<file path="config.mk">
export PLATFORM = sky130hd
export DESIGN_NAME = mc_ctrl
export DESIGN_NICKNAME = d
export VERILOG_FILES = /design/src/rtl/mc_ctrl.sv
export SDC_FILE = /design/constraint.sdc
export NUM_CORES = 1
export LEC_CHECK = 0
export ABC_CLOCK_PERIOD_IN_PS = 4800
export CAP_MARGIN = 25
export CORE_MARGIN = 1
export CORE_UTILIZATION = 40
export DETAILED_ROUTE_END_ITERATION = 10
export PLACE_DENSITY_LB_ADDON = 0.1
export SYNTH_ARGS = -nofsm -noshare
export SYNTH_HDL_FRONTEND = slang
export SYNTH_SLANG_ARGS = --single-unit
</file>
<file path="constraint.sdc">
create_clock -name clk -period 4.8 [get_ports clk]
set_input_delay 0.72 -clock clk [delete_from_list [all_inputs] [get_ports clk]]
set_output_delay 0.72 -clock clk [all_outputs]
set_load 0.02 [all_outputs]
</file>
<file path="src/rtl/mc_ctrl.sv">
// Multi-cycle MIPS control FSM: per-state qualified control fields,
// PC/IR write enables and a mem_rdy handshake with a bounded wait.
module mc_ctrl #(
  parameter int TIMEOUT = 255
) (
  input  logic       clk,
  input  logic       rst,
  input  logic [5:0] Op,
  input  logic [5:0] Funct,
  input  logic       Zero,
  input  logic       mem_rdy,
  output logic       PCWrite,
  output logic       IRWrite,
  output logic       RegWrite,
  output logic       MemRead,
  output logic       MemWrite,
  output logic       IorD,
  output logic       EXTOp,
  output logic [3:0] ALUOp,
  output logic [1:0] NPCOp,
  output logic [1:0] ALUSrc,
  output logic       SASrc,
  output logic [1:0] GPRSel,
  output logic [1:0] WDSel,
  output logic [2:0] state,
  output logic       illegal,
  output logic       bus_err
);

  // state  | meaning
  // FETCH  | read IR from mem[PC], PC <= PC+4 on mem_rdy
  // DECODE | resolve jumps, flag undecoded instructions
  // EXEC   | ALU operation, beq resolves here
  // MEM    | lw/sw data access at ALU address
  // WB     | register file write
  typedef enum logic [2:0] {
    S_FETCH  = 3'd0,
    S_DECODE = 3'd1,
    S_EXEC   = 3'd2,
    S_MEM    = 3'd3,
    S_WB     = 3'd4
  } state_t;

  localparam int CW = (TIMEOUT > 1) ? $clog2(TIMEOUT + 1) : 1;

  state_t        r_state;
  state_t        w_next;
  logic [CW-1:0] r_wait;
  logic          w_abort;
  logic          w_wait_done;

  logic       w_j, w_jal, w_jr, w_jalr, w_beq, w_lw, w_sw, w_ralu, w_ialu, w_legal;
  logic [3:0] w_aluop;
  logic [1:0] w_alusrc;
  logic       w_sasrc, w_extop;

  always_comb begin
    w_j = 1'b0; w_jal = 1'b0; w_jr = 1'b0; w_jalr = 1'b0; w_beq = 1'b0;
    w_lw = 1'b0; w_sw = 1'b0; w_ralu = 1'b0; w_ialu = 1'b0;
    w_aluop = 4'd0; w_alusrc = 2'b00; w_sasrc = 1'b0; w_extop = 1'b0;
    if (Op == 6'h00) begin
      case (Funct)
        6'h20, 6'h21: begin w_ralu = 1'b1; w_aluop = 4'd1; end
        6'h22, 6'h23: begin w_ralu = 1'b1; w_aluop = 4'd2; end
        6'h24: begin w_ralu = 1'b1; w_aluop = 4'd3; end
        6'h25: begin w_ralu = 1'b1; w_aluop = 4'd4; end
        6'h27: begin w_ralu = 1'b1; w_aluop = 4'd7; end
        6'h2A: begin w_ralu = 1'b1; w_aluop = 4'd5; end
        6'h2B: begin w_ralu = 1'b1; w_aluop = 4'd6; end
        6'h00: begin w_ralu = 1'b1; w_aluop = 4'd8;  w_alusrc = 2'b10; end
        6'h04: begin w_ralu = 1'b1; w_aluop = 4'd8;  w_alusrc = 2'b10; w_sasrc = 1'b1; end
        6'h02: begin w_ralu = 1'b1; w_aluop = 4'd10; w_alusrc = 2'b10; end
        6'h06: begin w_ralu = 1'b1; w_aluop = 4'd10; w_alusrc = 2'b10; w_sasrc = 1'b1; end
        6'h08: w_jr = 1'b1;
        6'h09: w_jalr = 1'b1;
        default: ;
      endcase
    end else begin
      case (Op)
        6'h08: begin w_ialu = 1'b1; w_aluop = 4'd1; w_alusrc = 2'b01; w_extop = 1'b1; end
        6'h0C: begin w_ialu = 1'b1; w_aluop = 4'd3; w_alusrc = 2'b01; end
        6'h0D: begin w_ialu = 1'b1; w_aluop = 4'd4; w_alusrc = 2'b01; end
        6'h0A: begin w_ialu = 1'b1; w_aluop = 4'd5; w_alusrc = 2'b01; w_extop = 1'b1; end
        6'h0F: begin w_ialu = 1'b1; w_aluop = 4'd9; w_alusrc = 2'b01; end
        6'h23: begin w_lw = 1'b1; w_aluop = 4'd1; w_alusrc = 2'b01; w_extop = 1'b1; end
        6'h2B: begin w_sw = 1'b1; w_aluop = 4'd1; w_alusrc = 2'b01; w_extop = 1'b1; end
        6'h04: begin w_beq = 1'b1; w_aluop = 4'd2; w_extop = 1'b1; end
        6'h02: w_j = 1'b1;
        6'h03: w_jal = 1'b1;
        default: ;
      endcase
    end
    w_legal = w_j | w_jal | w_jr | w_jalr | w_beq | w_lw | w_sw | w_ralu | w_ialu;
  end

  assign w_wait_done = (TIMEOUT != 0) && (r_wait == CW'(TIMEOUT));

  always_comb begin
    w_next = r_state;
    w_abort = 1'b0;
    PCWrite = 1'b0; IRWrite = 1'b0; RegWrite = 1'b0; MemRead = 1'b0; MemWrite = 1'b0;
    IorD = 1'b0; EXTOp = 1'b0; ALUOp = 4'd0; NPCOp = 2'd0; ALUSrc = 2'b00;
    SASrc = 1'b0; GPRSel = 2'd0; WDSel = 2'd0; illegal = 1'b0; bus_err = 1'b0;
    case (r_state)
      S_FETCH: begin
        MemRead = 1'b1;
        if (mem_rdy) begin
          IRWrite = 1'b1;
          PCWrite = 1'b1;
          w_next  = S_DECODE;
        end else if (w_wait_done) begin
          bus_err = 1'b1;
          w_abort = 1'b1;
        end
      end
      S_DECODE: begin
        w_next = S_FETCH;
        if (w_j || w_jal) begin
          PCWrite = 1'b1;
          NPCOp   = 2'd2;
          if (w_jal) begin RegWrite = 1'b1; GPRSel = 2'd2; WDSel = 2'd2; end
        end else if (w_jr || w_jalr) begin
          PCWrite = 1'b1;
          NPCOp   = 2'd3;
          if (w_jalr) begin RegWrite = 1'b1; GPRSel = 2'd0; WDSel = 2'd2; end
        end else if (!w_legal) begin
          illegal = 1'b1;
        end else begin
          w_next = S_EXEC;
        end
      end
      S_EXEC: begin
        ALUOp = w_aluop; ALUSrc = w_alusrc; SASrc = w_sasrc; EXTOp = w_extop;
        if (w_beq) begin
          PCWrite = Zero;
          NPCOp   = 2'd1;
          w_next  = S_FETCH;
        end else if (w_lw || w_sw) begin
          w_next = S_MEM;
        end else begin
          w_next = S_WB;
        end
      end
      S_MEM: begin
        IorD = 1'b1; ALUOp = 4'd1; ALUSrc = 2'b01; EXTOp = 1'b1;
        MemRead  = w_lw;
        MemWrite = w_sw;
        if (mem_rdy) begin
          w_next = w_lw ? S_WB : S_FETCH;
        end else if (w_wait_done) begin
          bus_err = 1'b1;
          w_abort = 1'b1;
          w_next  = S_FETCH;
        end
      end
      S_WB: begin
        RegWrite = 1'b1;
        ALUOp = w_aluop; ALUSrc = w_alusrc; SASrc = w_sasrc; EXTOp = w_extop;
        GPRSel = w_ralu ? 2'd0 : 2'd1;
        WDSel  = w_lw ? 2'd1 : 2'd0;
        w_next = S_FETCH;
      end
      default: w_next = S_FETCH;
    endcase
    // Reset overrides any in-flight state so nothing is written during it.
    if (rst) begin
      PCWrite = 1'b0; IRWrite = 1'b0; RegWrite = 1'b0; MemWrite = 1'b0;
      illegal = 1'b0; bus_err = 1'b0;
    end
  end

  always_ff @(posedge clk) begin
    if (rst) begin
      r_state <= S_FETCH;
      r_wait  <= '0;
    end else begin
      r_state <= w_next;
      if (w_next != r_state || w_abort) r_wait <= '0;
      else                              r_wait <= r_wait + CW'(1);
    end
  end

  assign state = r_state;

endmodule

</file>
* Yosys cells after proc, flatten, opt, wreduce, memory -nomap -nowiden
Index checks and enable logic that the tools add are counted.
** Word-level totals
- Register bits :: 11
- Bits of input ports :: 16
- Output and inout port bits :: 25
- Logic and storage cells :: 144
** Operators by class
- Add/subtract/negate cells :: 1
- Eq/ne operators :: 30
- Muxes and demuxes :: 82
- Bitwise logic cells :: 8
- Reduce and logical (&&, ||, !) cells :: 21
** Operators with widths (count)
- $eq A6 B6 Y1 const B :: 11
- $mux W1 :: 51
- $eq A6 B4 Y1 const B :: 7
- $pmux W4 S9 :: 1
- $mux W2 :: 12
- $pmux W4 S6 :: 1
- $eq A6 B2 Y1 const B :: 3
- $eq A6 B3 Y1 const B :: 3
- $mux W3 :: 6
- $pmux W2 S2 :: 4
- $reduce_or A2 Y1 :: 8
- $reduce_or A13 Y1 :: 1
- $logic_not A6 Y1 :: 2
- $pmux W3 S4 :: 1
- $reduce_or A5 Y1 :: 2
- $add A8 B1 Y8 const B :: 1
- $eq A8 B8 Y1 const B :: 1
- $or A1 B1 Y1 :: 8
- $pmux W4 S2 :: 1
- $reduce_or A7 Y1 :: 1
- $eq A3 B2 Y1 const B :: 2
- $pmux W1 S2 :: 3
- $logic_or A1 B1 Y1 :: 4
- $mux W4 :: 1
- 7 further kinds :: 7

* Logic depth before layout (Yosys ltp)
- Depth after elaboration :: 18
- Mapped depth :: 7
- Mapped depth without buffers :: 6

* Least setup slack after synthesis
Ideal clock, no wire load.
- Path kind :: input to output
- Start :: input Op[5]
- End :: output PCWrite
- Arrival :: 2.490 ns
- Required time :: 4.080 ns
- Path slack :: 1.590 ns
- Stages on the path :: 7
- Path buffers :: 2
- Cells stage by stage :: buf_6 > or4_4 > buf_6 > nor4_4 > nand2_1 > a21oi_2 > o21a_1
** On the way
- Cells in the longest elaborated chain, start to end :: 7
- Elaborated cells on any way between the ends :: 19
- Classes of those cells :: eq/ne: 3; mux: 13; reduce/logical: 3
** Ends and longest elaborated chain
- start, declared :: RTL line 8 : input logic [5:0] Op,
- $eq A6 B2 Y1 or $logic_not A6 Y1 (tied branches) :: RTL line 79, 61
- $mux W1 (on tied branches) :: RTL line 79, 61
- $mux W1 or $logic_or A1 B1 Y1 (tied branches) :: RTL line 61, 122
- $logic_or A1 B1 Y1 or $mux W1 (tied branches) :: RTL line 118, 122
- $mux W1 :: RTL line 118 : if (w_j || w_jal) begin
- $pmux W1 S3 * :: RTL line 104 : case (r_state)
- $mux W1 * :: RTL line 166 : if (rst) begin
- end, declared :: RTL line 12 : output logic PCWrite,
Every way passes the cells marked *; elsewhere a longest branch is shown, timed or not.

* Worst setup path in the final report
- Start :: input Op[0]
- End :: output RegWrite
** On the way
- Cells in the longest elaborated chain, start to end :: 7
- Elaborated cells on any way between the ends :: 17
- Classes of those cells :: eq/ne: 2; mux: 12; reduce/logical: 3
** Ends and longest elaborated chain
- $eq A6 B2 Y1 or $logic_not A6 Y1 (tied branches) :: RTL line 79, 61
- $mux W1 (on tied branches) :: RTL line 79, 61
- $mux W1, or another cell as far along :: RTL line 61 : if (Op == 6'h00) begin
- $mux W1, or another cell as far along :: RTL line 121 : if (w_jal) begin RegWrite = 1'b1; GPRSel = 2'd2; WDSel = 2'd2; end
- $mux W1 * :: RTL line 118
- $pmux W1 S2 * :: RTL line 104
- $mux W1 * :: RTL line 166
- end, declared :: RTL line 14 : output logic RegWrite,
Marked as above.

==> impl_metrics.py <==
metrics = {
    "logic_synthesis": {
        "synth_top_family_by_area": "simple AND/OR/NAND/NOR gates",
        "synth_ff_type": "dfxtp_1",
        "yosys.area_share.simple_pct": 41.8,
        "synth.yosys.seq_area_share_pct": 17.3,
        "synth_top_area_share_pct": 17.3,
        "synth-xor-area-share_pct": 4.14,
        "syn_inst": 185,
        "synth_edf_count": 0,
        "syn-num-nets": 202,
        "yosys.area.top_type": "dfxtp_1",
        "synth_compound_area_share_pct": 25.1,
        "synth.distinct_cells": 55,
        "avgSynthCellArea_sq_um": 6.86,
        "syn_area_sq_um": 1270,
        "yosysWarnings": 0,
        "synth.area.top_cells": "dfxtp_1 17%, nor2_1 8.3%, nand2b_1 4.9%",
        "synthArstFlopShare_pct": 0,
        "synth-seq-cells": 11,
        "yosysMostFrequentCell": "nor2_1",
        "synthMuxAreaShare_pct": 3.45,
        "synth_fa_ha_area_share_pct": 0.985,
        "synth_commonest_cells": "28 x nor2_1, 16 x nand2_1, 12 x clkbuf_1, 11 x a21oi_1, 11 x dfxtp_1",
    },
    "clocking": {
        "cts_tree": "yes",
        "cts_sinks": 11,
        "numCtsBuffers": 3,
        "root_buffer": "clkbuf_4",
        "h-tree-depth": 1,
        "clkLatencyLatePin_ps": 280,
        "cts_hold_buf": 0,
        "cts-resized-gates": 0,
        "clk_pin_slew_ps": 60,
        "clockBufferDepth": 2,
        "cts_setup_buffers": 0,
    },
    "finish": {
        "antenna-diode-count": 0,
        "nets": 231,
        "drive_gt1_share_pct": 7.98,
        "area_growth_pct": 31.9,
        "fin_area_sq_um": 1680,
        "utilization_pct": 55.3,
    },
    "routing": {
        "avgViaCountPerCell": 5.62,
        "wl_per_cell_um": 13.7,
        "routed_wirelength_mm": 3.52,
        "vias": 1444,
        "first_pass_iters": 4,
        "drt-initial-drc-count": 80,
        "ant_nets": 0,
        "route.detailed.drc": 0,
    },
    "power": {
        "power_density_nw_per_um2": 142,
        "peakVddDrop_mv": 0.0663,
        "p_leak_nw": 0.562,
        "p_total_w": 0.000237,
    },
    "placed_design": {
        "gp_congestion": 0.887,
        "placedInstanceArea_sq_um": 1650,
        "dp_hpwl_mm": 2.64,
        "port_buffers": 40,
    },
    "timing": {
        "max_clock_freq_ghz": 0.241,
        "fin_tns_setup_ps": 0,
        "skew_ps": 9.84,
        "relSlewSlack_pct": 61.9,
        "fin_crit_ps": 4140,
        "hold_viol": 0,
        "setup_viol": 0,
        "maxSlewViolCount": 0,
        "fin_crit_sh_pct": 86.3,
        "rsz0062_at_grt": "false",
        "tightest_slew_ps": 570,
    },
    "global_routing": {
        "grt_start_max_net_pins": 19,
        "globalRouteTotalUtil_pct": 21.7,
        "grt_pass1_vias": 1321,
        "overflow": 0,
        "antenna_found_initial": 0,
        "grt_pass1_wl_mm": 5.81,
    },
    "floorplan": {
        "start_util_pct": 41.9,
        "die_area_sq_um": 3400,
        "rows": 20,
        "io_pins": 41,
        "die_h_um": 58.3,
        "fp.dieW_um": 58.3,
        "core_area_sq_um": 3030,
    },
    "setup_path": {
        "critical_path_arrival_ps": 3420,
        "worstSetupStartpointType": "input pin",
        "required_ps": 4080,
        "slowest_stage": "clkdlybuf4s50_1",
        "crit_path_max_fanout": 12,
        "cp_num_buf_inv": 2,
        "path_common_cell": "clkdlybuf4s50_1",
        "path_delay_family": "simple AND/OR/NAND/NOR gates",
        "cp_slowest_stage_delay_ps": 630,
        "crit_chain": "clkdlybuf4s50_1 -> or4_4 -> nor4_4 -> and2_4 -> a41oi_2 -> nor3_2 -> clkdlybuf4s50_1",
        "endpoint_kind": "output port",
        "worstSetupPathType": "in -> out",
    },
    "flow_run": {
        "cap_violations": 0,
    },
    "hold_path": {
        "hp-class": "reg -> reg",
    },
    "run_status": {
        "outcome": "finished clean",
    },
}
[flip-flops by register name, indices dropped and copies added, names as in the netlist]
| signal | count |
|---|---|
| state | 3 |
| r_wait | 8 |
[through the flow]
step                std cells  hold WS, ps  setup WS (ps)
floorplan                 185          413           1590
global placement          253          424            694
global route              257          467            462
finish                    257          448            659
CTS                       257          456            661
detailed placement        253          444            670
[kinds of logic after synthesis]
logic type | Yosys count
adder cells (fa/ha/maj) | 1
XOR/XNOR | 6
multiplexers | 4
AND/OR/NAND/NOR | 97
AO/OA/AOI/OAI | 46
buffers and inverters | 20
flip-flops | 11
[path summary, 6_finish.rpt]
check | slack [ps] | start | to | cells past startpoint
worst max-delay path | 660 | Op[0] | RegWrite | 7
worst min-delay path | 450 | r_wait[0] | r_wait[0] | 1
worst max register to register | 2710 | state[1] | r_wait[5] | 5
worst min register to register | 450 | r_wait[0] | r_wait[0] | 1
[layout by cell type (no fill, tap or decap), types with 3 or more instances in the layout]
cell type,n
clkdlybuf4s50_1,40
nor2_1,28
nand2_1,16
a21oi_1,11
dfxtp_1,11
nand2b_1,10
nand3_1,9
o21ai_0,6
and3_1,6
o22ai_1,5
inv_1,4
nor3_1,4
o31ai_1,4
xnor2_1,4
mux2_2,3
nand4_1,3
clkbuf_4,3
[per-layer routing]
metal / routed length [um] / part of all wire (%) / global-route usage (%)
met4: 28 / 0.79 / 6.46
met5: 0 / 0 / 0
met3: 242 / 6.9 / 4.62
met1: 1710 / 48 / 29.8
met2: 1540 / 44 / 34.3
[final cells by class]
class / count / area, sq um
clock buffers: 4 / 26.3
repair buffers: 40 / 400
flip-flops and latches: 11 / 220
multi-input cells: 154 / 958
fillers: 318 / 1350
inverters: 4 / 15.0
well taps: 44 / 55.1
[worst register-to-register path, cell delays in order, from the launching register on]
cell and delay (ps):
dfxtp_1 560, nand2b_1 190, or2_2 350, o311ai_0 440
nand4_2 280, nor2_1 180
[power breakdown]
part | internal, W | switching, W | leakage, nW | total [W]
Combinational | 0.0000334 | 0.0000420 | 0.458 | 0.0000754
Sequential | 0.0000929 | 0.00000294 | 0.0891 | 0.0000958
Clock | 0.0000323 | 0.0000337 | 0.0150 | 0.0000660
(Power assumes the default switching activity.)
